$ cat src/rtl/rr_arbiter8x3.sv
// rtl/rr_arbiter8x3.sv - eight-way round-robin arbiter with one-hot and binary grant
// Grants are held while the winner keeps requesting; an optional hold limit forces rotation.
module rr_arbiter8x3 #(
  parameter int MAX_HOLD = 16,
  parameter int HOLD_W   = 8
) (
  input  logic       clk,
  input  logic       rst_n,
  input  logic [7:0] req,
  output logic [7:0] grant,
  output logic [2:0] code,
  output logic       valid
);

  typedef enum logic {IDLE, GRANT} state_t;

  localparam logic [HOLD_W-1:0] HOLD_LAST = (MAX_HOLD == 0) ? '0 : HOLD_W'(MAX_HOLD - 1);

  state_t            state_q;
  logic [2:0]        ptr_q;
  logic [HOLD_W-1:0] cnt_q;
  logic [7:0]        grant_q;
  logic [2:0]        code_q;
  logic              valid_q;

  logic [2:0] start_d;
  logic [2:0] idx_d;
  logic [2:0] win_idx_d;
  logic       win_found_d;
  logic       timeout_d;

  // While granting, the search starts after the holder and skips it, covering both release and timeout.
  always_comb begin
    start_d     = (state_q == GRANT) ? code_q + 3'd1 : ptr_q;
    win_found_d = 1'b0;
    win_idx_d   = '0;
    idx_d       = '0;
    for (int i = 7; i >= 0; i--) begin
      idx_d = start_d + 3'(i);
      if (req[idx_d] && !(state_q == GRANT && idx_d == code_q)) begin
        win_found_d = 1'b1;
        win_idx_d   = idx_d;
      end
    end
  end

  // A contender arriving after the limit already elapsed still gets rotated in at the next edge.
  assign timeout_d = (MAX_HOLD != 0) && (cnt_q >= HOLD_LAST) && req[code_q] && win_found_d;

  always_ff @(posedge clk or negedge rst_n) begin
    if (!rst_n) begin
      state_q <= IDLE;
      ptr_q   <= '0;
      cnt_q   <= '0;
      grant_q <= '0;
      code_q  <= '0;
      valid_q <= 1'b0;
    end else begin
      case (state_q)
        IDLE: begin
          if (win_found_d) begin
            state_q <= GRANT;
            grant_q <= 8'(1) << win_idx_d;
            code_q  <= win_idx_d;
            valid_q <= 1'b1;
            cnt_q   <= '0;
          end
        end
        GRANT: begin
          if (!req[code_q]) begin
            ptr_q <= code_q + 3'd1;
            cnt_q <= '0;
            if (win_found_d) begin
              grant_q <= 8'(1) << win_idx_d;
              code_q  <= win_idx_d;
            end else begin
              state_q <= IDLE;
              grant_q <= '0;
              code_q  <= '0;
              valid_q <= 1'b0;
            end
          end else if (timeout_d) begin
            ptr_q   <= code_q + 3'd1;
            cnt_q   <= '0;
            grant_q <= 8'(1) << win_idx_d;
            code_q  <= win_idx_d;
          end else if (cnt_q != '1) begin
            cnt_q <= cnt_q + HOLD_W'(1);
          end
        end
        default: state_q <= IDLE;
      endcase
    end
  end

  assign grant = grant_q;
  assign code  = code_q;
  assign valid = valid_q;

endmodule

$ cat config.mk
export PLATFORM = sky130hd
export DESIGN_NAME = rr_arbiter8x3
export DESIGN_NICKNAME = d
export VERILOG_FILES = /design/src/rtl/rr_arbiter8x3.sv
export SDC_FILE = /design/constraint.sdc
export NUM_CORES = 1
export LEC_CHECK = 0
export CAP_MARGIN = 25
export CORE_ASPECT_RATIO = 0.7
export CORE_MARGIN = 3
export CORE_UTILIZATION = 40
export CTS_CLUSTER_DIAMETER = 80
export DETAILED_ROUTE_END_ITERATION = 8
export GPL_TIMING_DRIVEN = 1
export PLACE_DENSITY = 0.62
export SLEW_MARGIN = 5
export SYNTH_ARGS = -nofsm -noshare
export SYNTH_HDL_FRONTEND = slang
export SYNTH_SLANG_ARGS = --single-unit
$ cat constraint.sdc
create_clock -name clk -period 4.18 [get_ports clk]
set_input_delay 0.836 -clock clk [delete_from_list [all_inputs] [get_ports clk]]
set_output_delay 0.836 -clock clk [all_outputs]
set_load 0.01 [all_outputs]
* Word-level counts from Yosys, hierarchy flattened
Cells that the tools add are included.
** Operators by class
- Add/sub/neg operators :: 9
- $lt $le $gt $ge :: 10
- Eq/ne operators :: 15
- Shift operators :: 1
- Multiplexer cells :: 59
- Bitwise logic cells :: 1
- Reduce and logical (&&, ||, !) cells :: 30
** Operator list (number)
- 2-to-1 mux 8 bit :: 8
- 2-to-1 mux 3 bit :: 15
- less-than comparator 3 x 4 -> 1 bit (second input constant) :: 9
- case mux 8 bit (2 select lines) :: 2
- binary-select mux 1 bit (select 3 bit) :: 9
- == test 3 bit :: 8
- 2-to-1 mux 1 bit :: 22
- logical AND 1 bit :: 18
- adder 3 bit (second input constant) :: 4
- adder 8 x 1 -> 8 bit (second input constant) :: 1
- >= comparator 8 x 4 -> 1 bit (second input constant) :: 1
- logical NOT 1 bit :: 8
- != test 2 bit (second input constant) :: 4
- != test 8 bit (second input constant) :: 1
- left shift 1 x 3 -> 8 bit (first input constant) :: 1
- adder 3 x 1 -> 3 bit (second input constant) :: 2
- adder 3 x 2 -> 3 bit (second input constant) :: 2
- case mux 3 bit (2 select lines) :: 1
- AND reduction 2 bit :: 3
- != test 4 x 3 -> 1 bit (second input constant) :: 1
- case mux 1 bit (2 select lines) :: 2
- != test 3 bit (second input constant) :: 1
- AND reduction 3 bit :: 1
- NOT 1 bit :: 1
** Storage, ports and cells
- Register bits after elaboration :: 24
- Input port bits :: 10
- Output and inout port bits :: 12
- Word-level logic and storage cells :: 131

* Depth between registers and ports, before layout
Gate-level depths: netlist of run 1.
- Word-level depth :: 19
- Gate-level depth with buffers :: 17
- Gate-level depth less buffers :: 13

* Worst setup path before layout of run 1
No wires, ideal clock.
- Kind :: reg2reg
- Start :: register code_q[0] (netlist: code[0])
- End :: register ptr_q[1]
- Setup time :: 0.128 ns
- Arrival time :: 3.652 ns
- Data required time :: 4.052 ns
- Slack :: 0.400 ns
- Stages on the path, launching flop included :: 15
- Buffers on the path :: 2
- Clock period less this slack :: 3.780 ns
- Cells stage by stage :: dfrtp_1 > ha_1 > mux2_2 > inv_1 > buf_1 > ha_1 > o211ai_2 > o31ai_4 > mux4_2 > o21bai_4 > or2_1 > buf_4 > nand2_1 > a21oi_2 > mux2_1
** Between the ends
- Cells in the longest elaborated chain, start to end :: 18
- Elaborated cells between the ends (all ways) :: 73
- Those cells by class :: add/sub (8); eq/ne (9); mux (29); reduce/logical (27)
** Ends and longest elaborated chain
- start, declared :: RTL line 23 : logic [2:0] code_q;
- start signal, assigned :: RTL line 64 : code_q <= win_idx_d;
- start signal, assigned :: RTL line 75 : code_q <= win_idx_d;
- start signal, assigned :: RTL line 86 : code_q <= win_idx_d;
- parallel branches: the longest is 18 deep, another holds adder 3 x 1 -> 3 bit
- end signal, assigned :: RTL line 71 : ptr_q <= code_q + 3'd1;
- end signal, assigned :: RTL line 83 : ptr_q <= code_q + 3'd1;
- end, declared :: RTL line 20 : logic [2:0] ptr_q;
Parallel ways; which one is timed is not known. The select of a mux whose other input is x is not followed.
A chain may end at the register's enable or synchronous reset.

* Worst setup path in the final report of run 1
- Start :: register code_q[0] (netlist: code[0])
- End :: register grant_q[5] (netlist: grant[5])
** Between the ends
- Cells in the longest elaborated chain, start to end :: 19
- Elaborated cells between the ends (all ways) :: 86
- Those cells by class :: add/sub (8); eq/ne (10); shift (1); mux (40); reduce/logical (27)
** Ends and longest elaborated chain
- parallel branches: the longest is 19 deep, another holds adder 3 x 1 -> 3 bit
- end signal, assigned :: RTL line 63 : grant_q <= 8'(1) << win_idx_d;
- end signal, assigned :: RTL line 74 : grant_q <= 8'(1) << win_idx_d;
- end signal, assigned :: RTL line 85 : grant_q <= 8'(1) << win_idx_d;
- end, declared :: RTL line 22 : logic [7:0] grant_q;
Parallel ways; which one is timed is not known. The select of a mux whose other input is x is not followed.

==> results of run 1 <==
==> sequential cells by signal, summed over array words and instances, names as in the netlist <==
register / cells
grant: 8
state_q: 1
cnt_q: 8
code: 3
ptr_q: 3
valid: 1
==> synthesized netlist by cell type, types with 5 or more instances <==
master,n,area (µm²)
mux4_2,5,112.6
nand2_1,23,86.33
nand3_1,19,95.09
nand2b_1,6,37.54
o21ai_0,14,70.07
and2_1,8,50.05
and3_1,6,37.54
o211ai_1,7,52.55
nor2_1,18,67.56
a21oi_1,10,50.05
a211oi_1,5,37.54
clkbuf_1,5,18.77
mux2i_1,8,80.08
dfrtp_1,24,600.6
a21o_1,10,75.07
o22ai_1,6,37.54
==> worst paths after layout <==
check | from | endpoint | slack [ns] | cells after the start
max in group asynchronous | rst_n | cnt_q[2]$_DFFE_PN0P_ | 2.79 | 2
worst min-delay path | ptr_q[1]$_DFFE_PN0P_ | ptr_q[1]$_DFFE_PN0P_ | 0.50 | 1
worst max register to register | code[0]$_DFFE_PN0P_ | grant[5]$_DFFE_PN0P_ | 0.29 | 12
worst min register to register | ptr_q[1]$_DFFE_PN0P_ | ptr_q[1]$_DFFE_PN0P_ | 0.50 | 1
worst max-delay path | code[0]$_DFFE_PN0P_ | grant[5]$_DFFE_PN0P_ | 0.29 | 12
min in group asynchronous | rst_n | cnt_q[5]$_DFFE_PN0P_ | 0.92 | 1
==> metal layers <==
metal / wire length, µm / track usage, % / up-vias
met5: 0 / 0 / -
met4: 38 / 2.458 / 0
met3: 502 / 4.691 / 6
met2: 2617 / 25.64 / 99
met1: 3421 / 30.87 / 1111
li1: - / - / 1087
==> layout make-up <==
type                            instances  area, µm²  area share [%]
Multi-Input combinational cell        228       1669           61.42
Sequential cell                        24      600.6           22.10
Timing Repair Buffer                   29      290.3           10.68
Tap cell                               72      90.09           3.315
Clock buffer                            3      41.29           1.519
Inverter                                7      26.28          0.9668
==> through the flow <==
stage / cells / util, % / setup WS, ns
2_1_floorplan: 272 / - / 0.4004
3_3_place_gp: 359 / 48.36 / 0.3857
3_5_place_dp: 360 / 48.86 / 0.4067
4_1_cts: 363 / 49.61 / 0.3596
5_1_grt: 363 / 49.61 / 0.05248
6_report: 363 / 49.61 / 0.2898
==> cells by family after synthesis <==
group,after synthesis,synth area share [%]
fa+ha+maj,4,2.114
flops,24,25.37
xor+xnor,8,3.859
simple gates,103,23.05
compound gates,94,30.50
buf+inv,20,4.122
mux,19,10.99
==> reports/qor.yml, run 1 <==
fmax_mhz: 257.1
fp.coreArea_um2: 5478
ys.flop_type: "dfrtp_1"
arrival_ns: 4.09
cts_sinks: 24
path_buf_inv: 0
drtPass1Iterations: 5
area_growth_pct: 14.80
cts.path.max_buffers: 2
cts_tree: "done"
ys_types: 69
crit_path_end_kind: "flip-flop"
h-tree-depth: 1
vias: 2303
insertion_delay_ns: 0.27
clock_skew_ns: 0.004959
nets: 307
crit_family: "compound AO/OA/AOI/OAI gates"
initial_core_util_pct: 43.22
gr-usage-all-layers_pct: 19.14
hold_violations: 0
routedWlPerCell_um: 18.12
yosysSeqAreaShare_pct: 25.37
worstMarginPinSlew_ns: 0.7827
synth_cells: 272
antenna_found_initial: 0
start_kind: "flip-flop"
maxSlewHeadroom_pct: 47.82
synthesis.area_um2: 2367
yosysWarnings: 0
cts_buffers: 3
ios: 22
n_fill_cell: 517
mostFrequentLayoutCell: "dfrtp_1"
grt_pass1_wl_um: 10810
viasPerCell: 6.344
grt_max_degree: 16
dieArea_um2: 6892
setup_viol: 0
ant_nets: 0
fin_setup_tns_ns: 0
synth_seq_cells: 24
grt_pass1_vias: 2110
outcome: "complete, no violations"
route.detailed.drc: 0
placed_area_um2: 2676
dp_hpwl_um: 5230
cp.required_ns: 4.38
drtIter0Drc: 212
crit_chain: "ha_1 -> mux2_2 -> ha_1 -> xor2_1 -> and2_1 -> a221oi_1 -> a221oi_1 -> or3_1 -> a311oi_1 -> a211oi_2 -> nor2_2 -> a32o_1"
holdCritPathClass: "reg -> reg"
grt_overflow: 0
die_h_um: 70.37
timing.final.crit_share_pct: 93.07
maxCapViolations: 0
hold_buffers: 0
rows: 22
drv_slew: 0
async_flop_share_pct: 100.0
synth_area_per_cell_um2: 8.703
rsz0062_at_grt: "false"
synth_edf_count: 0
final_cell_mix: "dfrtp_1, nand2_1, clkdlybuf4s50_1"
clkTransAtPathRegs_ns: 0.08
port_buffers: 21
fin_area_um2: 2718
cts_setup_buffers: 0
antennaDiodeCount: 0
drt-total-wl_um: 6579
slowest_delay_ns: 0.61
finalCriticalPeriod_ns: 3.890
crit_fanout: 10
cts-root-buf: "clkbuf_8"
die_width_um: 97.95
hold-worst-slack_ns: 0.4960
crit_path_top_delay_cell: "a221oi_1"
syn-num-nets: 286
layout-drive-gt1-share_pct: 13.40
ctsResizeCount: 0
crit_type: "reg -> reg"
globalplace.congestion: 0.9054
Power of run 1 is left out: the tool's default activity adds up to more than one toggle a clock period on the data nets, which glitch-free logic cannot reach.
==> run 2, diff against run 1 <==
--- a/config.mk
+++ b/config.mk
@@ -11,8 +11,8 @@
 export CORE_UTILIZATION = 40
 export CTS_CLUSTER_DIAMETER = 80
 export DETAILED_ROUTE_END_ITERATION = 8
-export GPL_TIMING_DRIVEN = 1
 export PLACE_DENSITY = 0.62
+export SKIP_CTS_REPAIR_TIMING = 1
 export SLEW_MARGIN = 5
 export SYNTH_ARGS = -nofsm -noshare
 export SYNTH_HDL_FRONTEND = slang
==> results of run 2 <==
Final layout, timing and power as in run 1 (identical DEF).
Power of run 2 is left out for the same reason.
==> run 3, diff against run 2 <==
--- a/config.mk
+++ b/config.mk
@@ -6,13 +6,14 @@
 export NUM_CORES = 1
 export LEC_CHECK = 0
 export CAP_MARGIN = 25
+export CELL_PAD_IN_SITES_DETAIL_PLACEMENT = 1
+export CELL_PAD_IN_SITES_GLOBAL_PLACEMENT = 1
 export CORE_ASPECT_RATIO = 0.7
 export CORE_MARGIN = 3
 export CORE_UTILIZATION = 40
 export CTS_CLUSTER_DIAMETER = 80
 export DETAILED_ROUTE_END_ITERATION = 8
-export PLACE_DENSITY = 0.62
-export SKIP_CTS_REPAIR_TIMING = 1
+export PLACE_DENSITY = 0.77
 export SLEW_MARGIN = 5
 export SYNTH_ARGS = -nofsm -noshare
 export SYNTH_HDL_FRONTEND = slang
==> run 3 against run 2 <==
Effect of this change: non-clock buffer count is 2 higher; worst hold slack worse by 0.0011 ns; critical path depth is 1 higher; count of clock-buffer cells in the layout stayed put; die area stayed put; worst setup slack better by 0.018 ns; final cell count is 0.83% higher; sequential cell count stayed put; maximum frequency is 0.46% higher; critical path type unchanged; highest routed layer unchanged.
==> reports/qor.yml, run 3 (synthesis gave the netlist of run 1 again) <==
outcome: "complete, no violations"
hold_violations: 0  # unchanged
grt_max_degree: 19  # +3
viasPerCell: 6.363  # +0.30%
grt_pass1_vias: 2369  # +12%
slowest_delay_ns: 0.42  # -0.19 ns
antennaDiodeCount: 0  # unchanged
h-tree-depth: 1  # unchanged
insertion_delay_ns: 0.28  # about the same
maxSlewHeadroom_pct: 50.25  # +2.4 points
nets: 309  # +0.65%
crit_top_cell: "mux2i_1"
die_h_um: 70.37  # unchanged
antenna_found_initial: 0  # unchanged
cp.required_ns: 4.34  # -0.04 ns
mostFrequentLayoutCell: "dfrtp_1"
min_path_cells: 2  # +1
rsz0062_at_grt: "false"
cts_buffers: 3  # unchanged
crit_fanout: 10  # unchanged
crit_chain: "ha_1 -> mux2_2 -> inv_1 -> ha_2 -> mux2i_1 -> o21ai_0 -> nand3_1 -> mux2i_1 -> o21bai_4 -> or2_1 -> nand2_1 -> a21oi_2 -> mux2_1"
rows: 22  # unchanged
finalCriticalPeriod_ns: 3.872  # -0.01778 ns
dp.cells: 362  # +0.56%
cts_sinks: 24  # unchanged
drv_slew: 0  # unchanged
crit_type: "reg -> reg"
setup_viol: 0  # unchanged
reg2regPathDepth: 13  # +1
rrSetupSlack_ns: 0.31  # +0.02 ns
arrival_ns: 4.04  # -0.05 ns
dp_hpwl_um: 6010  # +15%
grt_pass1_wl_um: 12870  # +19%
layout-drive-gt1-share_pct: 14.63  # +1.2 points
area_growth_pct: 16.28
maxCapViolations: 0  # unchanged
ant_nets: 0  # unchanged
gr-usage-all-layers_pct: 23.08  # +3.9 points
start_kind: "flip-flop"
crit_path_top_delay_cell: "mux2i_1"
clock_skew_ns: 0.008056  # +0.003097 ns
cts_setup_buffers: 0
timing.final.crit_share_pct: 92.64  # -0.43 points
r2r-start: "code[0]$_DFFE_PN0P_"
grt_overflow: 0  # unchanged
drt-total-wl_um: 7631  # +16%
final_cell_mix: "dfrtp_1, nand2_1, clkdlybuf4s50_1"
crit_path_end_kind: "flip-flop"
holdCritPathClass: "reg -> reg"
die_width_um: 97.95  # unchanged
initial_core_util_pct: 43.22  # unchanged
cts-root-buf: "clkbuf_8"
fmax_mhz: 258.2  # +0.46%
clkTransAtPathRegs_ns: 0.09  # about the same
fp.coreArea_um2: 5478  # unchanged
drtPass1Iterations: 4  # -1
holdPathEnd: "grant[1]$_DFFE_PN0P_"
cts_tree: "done"
dieArea_um2: 6892  # unchanged
route.detailed.drc: 0  # unchanged
worstMarginPinSlew_ns: 0.7462  # -0.03646 ns
finalNonFillerCells: 366  # +0.83%
cts.path.max_buffers: 2  # unchanged
vias: 2329  # +1.1%
drtIter0Drc: 141  # -33%
globalplace.congestion: 0.9167  # +1.2%
routedWlPerCell_um: 20.85  # +15%
ios: 22  # unchanged
min_from: "grant[1]$_DFFE_PN0P_"
rr_endpoint: "ptr_q[2]$_DFFE_PN0P_"
port_buffers: 21  # unchanged
fin_setup_tns_ns: 0  # unchanged
## run 3: cell count changes in the layout (fill, tap and decap cells not counted)
cell and change:
ha_2 +1, bufinv_16 +1, ha_1 -1, buf_8 +1
buf_16 -1, buf_4 +2
## run 3: cell type report
cell class | count | area [µm²]
fill | 647 | 2725
multi-input combinational | 228 | 1672
sequential | 24 | 600.6
timing repair buffer | 31 | 292.8
tap | 72 | 90.09
clock buffer | 3 | 41.29
clock inverter | 1 | 30.03
inverter | 7 | 26.28
## run 3: layer usage
layer | up-vias | wire [µm] | global-route usage, %
li1 | 1093 | - | -
met1 | 1143 | 3953 | 37.31
met2 | 85 | 3111 | 31.75
met3 | 8 | 514 | 4.491
met4 | 0 | 52 | 2.919
met5 | - | 0 | 0
## run 3: through the flow
step / hold WS, ns / cell area (µm²) / setup slack, ns / utilization [%]
floorplan: 0.4541 / 2367 / 0.4004 / -
global placement: 0.4697 / 2664 / 0.4355 / 48.63
detailed placement: 0.4730 / 2679 / 0.3306 / 48.90
CTS: 0.4947 / 2750 / 0.3226 / 50.21
global route: 0.5154 / 2753 / 0.1021 / 50.25
finish: 0.4949 / 2753 / 0.3075 / 50.25
## run 3: worst max path at each step
stage                                   start                    to  slack (ns)  cells past startpoint
after floorplan           code[0]$_DFFE_PN0P_  ptr_q[1]$_DFFE_PN0P_        0.40                     14
after global placement    code[0]$_DFFE_PN0P_  ptr_q[1]$_DFFE_PN0P_        0.44                     13
after detailed placement  code[0]$_DFFE_PN0P_  ptr_q[1]$_DFFE_PN0P_        0.33                     12
after CTS                 code[0]$_DFFE_PN0P_  ptr_q[2]$_DFFE_PN0P_        0.32                     12
after global routing      code[0]$_DFFE_PN0P_  ptr_q[1]$_DFFE_PN0P_        0.10                     13
final                     code[0]$_DFFE_PN0P_  ptr_q[2]$_DFFE_PN0P_        0.31                     13
## run 3: what timing repair did
item                       in CTS  in global routing
resized for setup               0                  1
setup endpoints to repair       0                  1
hold buffers                    0                  0
## run 3: worst max-delay path, delay by kind of cell (launching register included)
| kind | cells | cell delay, ns |
|---|---|---|
| multiplexers | 4 | 1.30 |
| AO/OA/AOI/OAI | 3 | 0.64 |
| AND/OR/NAND/NOR | 3 | 0.65 |
| adder cells (fa/ha/maj) | 2 | 0.67 |
| flip-flops | 1 | 0.39 |
| buffers and inverters | 1 | 0.11 |
Power of run 3 is left out for the same reason.
